==> src/rtl/ifu_lsu_rd_arbiter.sv <==
// Read arbiter that shares one memory read port between the IFU and the LSU.
// An order FIFO of {owner, araddr[2]} routes in-order memory responses back to the requester.
module ifu_lsu_rd_arbiter #(
  parameter int DEPTH    = 4,
  parameter int MAX_WAIT = 8
) (
  input  logic        clk,
  input  logic        rst_n,
  input  logic        ifu_arvalid,
  output logic        ifu_arready,
  input  logic [63:0] ifu_araddr,
  output logic        ifu_rvalid,
  input  logic        ifu_rready,
  output logic [1:0]  ifu_rresp,
  output logic [31:0] ifu_rdata,
  input  logic        lsu_arvalid,
  output logic        lsu_arready,
  input  logic [63:0] lsu_araddr,
  output logic        lsu_rvalid,
  input  logic        lsu_rready,
  output logic [1:0]  lsu_rresp,
  output logic [63:0] lsu_rdata,
  output logic        mem_arvalid,
  input  logic        mem_arready,
  output logic [63:0] mem_araddr,
  input  logic        mem_rvalid,
  output logic        mem_rready,
  input  logic [1:0]  mem_rresp,
  input  logic [63:0] mem_rdata
);

  localparam int PW = (DEPTH > 1) ? $clog2(DEPTH) : 1;
  localparam int CW = $clog2(DEPTH + 1);

  typedef enum logic [1:0] {
    IDLE   = 2'd0,
    AR_IFU = 2'd1,
    AR_LSU = 2'd2
  } ar_state_t;

  ar_state_t         state_r;
  ar_state_t         next_state_s;
  logic [3:0]        wait_cnt_r;
  logic [CW-1:0]     cnt_r;
  logic [PW-1:0]     wr_ptr_r;
  logic [PW-1:0]     rd_ptr_r;
  logic [DEPTH-1:0]  fifo_owner_r;   // 1 = IFU owns the entry
  logic [DEPTH-1:0]  fifo_addr2_r;

  logic fifo_full_s;
  logic fifo_empty_s;
  logic ifu_prio_s;
  logic grant_lsu_s;
  logic grant_ifu_s;
  logic push_s;
  logic pop_s;
  logic head_owner_s;
  logic head_addr2_s;

  assign fifo_full_s  = (cnt_r == CW'(DEPTH));
  assign fifo_empty_s = (cnt_r == {CW{1'b0}});
  assign ifu_prio_s   = ifu_arvalid && (wait_cnt_r >= 4'(MAX_WAIT));
  assign grant_lsu_s  = (state_r == IDLE) && !fifo_full_s && lsu_arvalid && !ifu_prio_s;
  assign grant_ifu_s  = (state_r == IDLE) && !fifo_full_s && ifu_arvalid && !grant_lsu_s;
  assign push_s       = (state_r != IDLE) && mem_arready;
  assign pop_s        = mem_rvalid && mem_rready;
  assign head_owner_s = fifo_owner_r[rd_ptr_r];
  assign head_addr2_s = fifo_addr2_r[rd_ptr_r];

  assign mem_arvalid  = (state_r != IDLE);
  assign ifu_arready  = (state_r == AR_IFU) && mem_arready;
  assign lsu_arready  = (state_r == AR_LSU) && mem_arready;

  // AR channel next-state: grant from IDLE, hold until the memory accepts
  always_comb begin
    next_state_s = state_r;
    case (state_r)
      IDLE: begin
        if (grant_lsu_s) begin
          next_state_s = AR_LSU;
        end else if (grant_ifu_s) begin
          next_state_s = AR_IFU;
        end else begin
          next_state_s = IDLE;
        end
      end
      AR_IFU, AR_LSU: begin
        if (mem_arready) begin
          next_state_s = IDLE;
        end else begin
          next_state_s = state_r;
        end
      end
      default: next_state_s = IDLE;
    endcase
  end

  // Response routing to the owner of the oldest outstanding read
  always_comb begin
    ifu_rvalid = 1'b0;
    lsu_rvalid = 1'b0;
    mem_rready = 1'b0;
    ifu_rdata  = head_addr2_s ? mem_rdata[63:32] : mem_rdata[31:0];
    lsu_rdata  = mem_rdata;
    ifu_rresp  = mem_rresp;
    lsu_rresp  = mem_rresp;
    if (!fifo_empty_s) begin
      if (head_owner_s) begin
        ifu_rvalid = mem_rvalid;
        mem_rready = ifu_rready;
      end else begin
        lsu_rvalid = mem_rvalid;
        mem_rready = lsu_rready;
      end
    end else begin
      mem_rready = 1'b0;
    end
  end

  // AR state, latched address and IFU starvation counter
  always_ff @(posedge clk or negedge rst_n) begin
    if (!rst_n) begin
      state_r    <= IDLE;
      mem_araddr <= 64'd0;
      wait_cnt_r <= 4'd0;
    end else begin
      state_r <= next_state_s;
      if (grant_lsu_s) begin
        mem_araddr <= lsu_araddr;
      end else if (grant_ifu_s) begin
        mem_araddr <= ifu_araddr;
      end
      if (grant_ifu_s) begin
        wait_cnt_r <= 4'd0;
      end else if (grant_lsu_s && ifu_arvalid && (wait_cnt_r != 4'd15)) begin
        wait_cnt_r <= wait_cnt_r + 4'd1;
      end
    end
  end

  // Order FIFO: push on AR handshake, pop on R handshake
  always_ff @(posedge clk or negedge rst_n) begin
    if (!rst_n) begin
      wr_ptr_r     <= {PW{1'b0}};
      rd_ptr_r     <= {PW{1'b0}};
      cnt_r        <= {CW{1'b0}};
      fifo_owner_r <= {DEPTH{1'b0}};
      fifo_addr2_r <= {DEPTH{1'b0}};
    end else begin
      if (push_s) begin
        fifo_owner_r[wr_ptr_r] <= (state_r == AR_IFU);
        fifo_addr2_r[wr_ptr_r] <= mem_araddr[2];
        wr_ptr_r               <= wr_ptr_r + PW'(1);
      end
      if (pop_s) begin
        rd_ptr_r <= rd_ptr_r + PW'(1);
      end
      case ({push_s, pop_s})
        2'b10:   cnt_r <= cnt_r + CW'(1);
        2'b01:   cnt_r <= cnt_r - CW'(1);
        default: cnt_r <= cnt_r;
      endcase
    end
  end

endmodule

==> config.mk <==
export PLATFORM = sky130hd
export DESIGN_NAME = ifu_lsu_rd_arbiter
export DESIGN_NICKNAME = d
export VERILOG_FILES = /design/src/rtl/ifu_lsu_rd_arbiter.sv
export SDC_FILE = /design/constraint.sdc
export NUM_CORES = 1
export LEC_CHECK = 0
export CORE_AREA = 2 2 144 146
export CTS_BUF_LIST = sky130_fd_sc_hd__clkbuf_4 sky130_fd_sc_hd__clkbuf_8
export DETAILED_ROUTE_END_ITERATION = 8
export DIE_AREA = 0 0 146 148
export SYNTH_ARGS = -nofsm -noshare
export SYNTH_HDL_FRONTEND = slang
export SYNTH_SLANG_ARGS = --single-unit
==> constraint.sdc <==
create_clock -name clk -period 2.9 [get_ports clk]
set_clock_uncertainty 0.1 [all_clocks]
set_input_delay 0.58 -clock clk [delete_from_list [all_inputs] [get_ports clk]]
set_output_delay 0.58 -clock clk [all_outputs]
set_load 0.01 [all_outputs]
==> flow_summary.toml <==
[drt]
wl_met1_um = 6820
wl_per_cell_um = 19.1
drtAntennaViolNets = 0
wirelength_um = 19100
num_vias = 4543
drc = 0
viasPerCell = 4.53
dr_wl_met2_um = 10200
firstDrtPassIters = 4
top_layer = "met4"
met3WireLength_um = 1480
drtIter0Drc = 143

[final_layout]
drive_gt1_share_pct = 9.10
regArea_um2 = 2130
multi_input_area_um2 = 2040
area_delta_synth_final_pct = 75.6
nFillCells = 1963
fin_nets = 933
instances_no_fill = 1003
post-route-util_pct = 42.7

[timing]
fin_crit_ps = 2780
slew-limit-headroom_pct = 67.0
setup_tns_ps = 0
finalSetupViolations = 0
finalWorstSetupSlack_ps = 122
hold_viol = 0
max_clock_freq_mhz = 360
worstMarginPinSlew_ps = 495
final_max_slew_viol_count = 0
finalCritPeriodShare_pct = 95.8
rsz0062_at_grt = "false"

[placed_design]
hpwlAfterDp_um = 15300
io_buffers = 365
place.gp.congestion = 0.940
dp.cells = 978
place_ws_ps = 214

[clock_tree]
cts_tree = "done"
hold_buffers = 0
clockRootBuffer = "clkbuf_8"
clk_path_buf_depth = 2
clk_latency_ps = 360
cts_num_sinks = 85
htree_levels = 3
cts_buffers = 9
clk_pin_slew_ps = 90

[power]
p_per_area_nw_per_um2 = 957
power_frac_comb_pct = 61.2
p_seq_share_pct = 26.8
peakVddDrop_mv = 0.514
p_int_mw = 5.18
swShare_pct = 36.8
p_leak_nw = 3.87
power_switching_mw = 3.01
p_clk_share_pct = 12.0

[synthesis]
synth_nets = 638
synth_flop_cell = "dfrtp_1"
ys_seq_elements = 85
synthArstFlopShare_pct = 100
yosysWarningCount = 0
synthDistinctLibCells = 31
synth_edf_count = 0
syn_area_um2 = 4880
synth_cells = 425
syn_avg_cell_area_um2 = 11.5
synth-seq-area-share_pct = 43.6

[worst_setup_path]
crit_type = "register to output port"
arrival_ps = 2100
required_ps = 2220
r2r_slack_ps = 480
worstSetupEndpointType = "output port"
rr_worst_depth = 10
path_max_fanout = 32
startpoint_type = "register"

[die]
start_util_pct = 24.3
die_y_um = 148
pin_count = 372
core_area_um2 = 20000
die_x_um = 146
die_area_um2 = 21600
num_rows = 52

[global_route]
grt_pass1_wl_um = 28200
grt_max_degree = 52
grt_usage_pct = 17.0
overflow = 0
grt_pass1_vias = 4924
antenna_found_initial = 7

[job]
max_cap_viol_count = 0

[min_path]
hp-class = "primary input to asynchronous set/reset pin"

[outcome]
status = "finished clean"
[per-layer routing]
| metal | GRT usage (%) | vias up |
|---|---|---|
| met5 | 0 | - |
| met4 | 8.64 | 0 |
| met3 | 5.31 | 31 |
| met2 | 31.3 | 248 |
| met1 | 17.3 | 2212 |
| li1 | - | 2052 |
[worst max-delay path: stages, from the launching register on]
cell and delay (ps):
dfrtp_1 380, mux4_2 540, buf_12 200, mux2_1 330, dlygate4sd2_1 290
[cell usage after synthesis (all sizes together) (2+ instances only)]
cell,number,share of area (%)
a22o,64,11
nor3b,3,0.67
nand3b,3,0.46
o21ai,9,0.92
nand2b,2,0.26
ha,10,2.6
nand2,10,0.77
dfrtp,85,44
xor2,3,0.54
mux2,41,9.5
clkbuf,2,0.15
buf,91,14
mux2i,6,1.2
xnor2,2,0.36
a21o,64,9.9
nor2b,3,0.38
inv,11,0.85
and2,2,0.26
nor2,6,0.46
[cells in the final DEF, fill, tap and decap left out, drive strengths merged, types with 8 or more instances in the layout]
cell / count
a21o: 64
a22o: 64
buf: 13
clkbuf: 11
clkdlybuf4s50: 332
dfrtp: 85
diode: 8
dlygate4sd2: 32
ha: 10
inv: 12
mux2: 41
nand2: 10
o21ai: 9
[stage by stage]
step	total power [mW]	hold WS, ps	area (µm²)
floorplan	5.01	184	4880
global placement	7.29	369	8340
detailed placement	7.40	386	8340
CTS	8.29	61.6	8540
global route	8.74	68.4	8560
finish	8.19	64.6	8560
[layout make-up]
| class | count | area share [%] |
|---|---|---|
| Timing Repair Buffer | 377 | 44.0 |
| Sequential cell | 85 | 24.8 |
| Tap cell | 270 | 3.95 |
| Antenna cell | 8 | 0.234 |
| Clock buffer | 11 | 1.77 |
| Clock inverter | 5 | 0.950 |
| Multi-Input combinational cell | 236 | 23.8 |
| Inverter | 11 | 0.482 |
[path summary, 6_finish.rpt]
| path | startpoint | end |
|---|---|---|
| worst min-delay path | rst_n | mem_araddr[31] |
| max in group asynchronous | rst_n | mem_araddr[39] |
| min in group clk | cnt_r[2] | cnt_r[2] |
| worst max register to register | rd_ptr_r[1] | cnt_r[2] |
| worst max-delay path | rd_ptr_r[0] | ifu_rdata[18] |
| worst min register to register | cnt_r[2] | cnt_r[2] |
[what timing repair did]
action | CTS | global route
resized for setup | 32 | 2
endpoints found under the setup margin | 32 | 1
buffers inserted | 1 | 0
[state kept, by name, indices dropped and copies added, names as in the netlist]
signal / flops
mem_araddr: 64
fifo_owner_r: 4
rd_ptr_r: 2
state_r: 2
wr_ptr_r: 2
wait_cnt_r: 4
cnt_r: 3
fifo_addr2_r: 4
[cells by family (layout without fill, tap and decap cells)]
family / count (synthesis) / in the layout / share of synthesized area (%)
AO/OA/AOI/OAI: 139 / 139 / 22.6
XOR/XNOR: 5 / 5 / 0.898
adder cells (fa/ha/maj): 11 / 11 / 2.98
buffers and inverters: 104 / 404 / 15.0
flip-flops: 85 / 85 / 43.6
multiplexers: 48 / 48 / 11.2
other: 0 / 8 / 0
AND/OR/NAND/NOR: 33 / 33 / 3.77
[power groups by stage]
stage	registers, mW	logic, mW	clock network (mW)
floorplan	2.35	2.66	0
global placement	2.18	5.10	0
detailed placement	2.19	5.21	0
CTS	2.19	5.07	1.03
global route	2.27	5.39	1.08
finish	2.20	5.02	0.981
(Power assumes the default switching activity.)
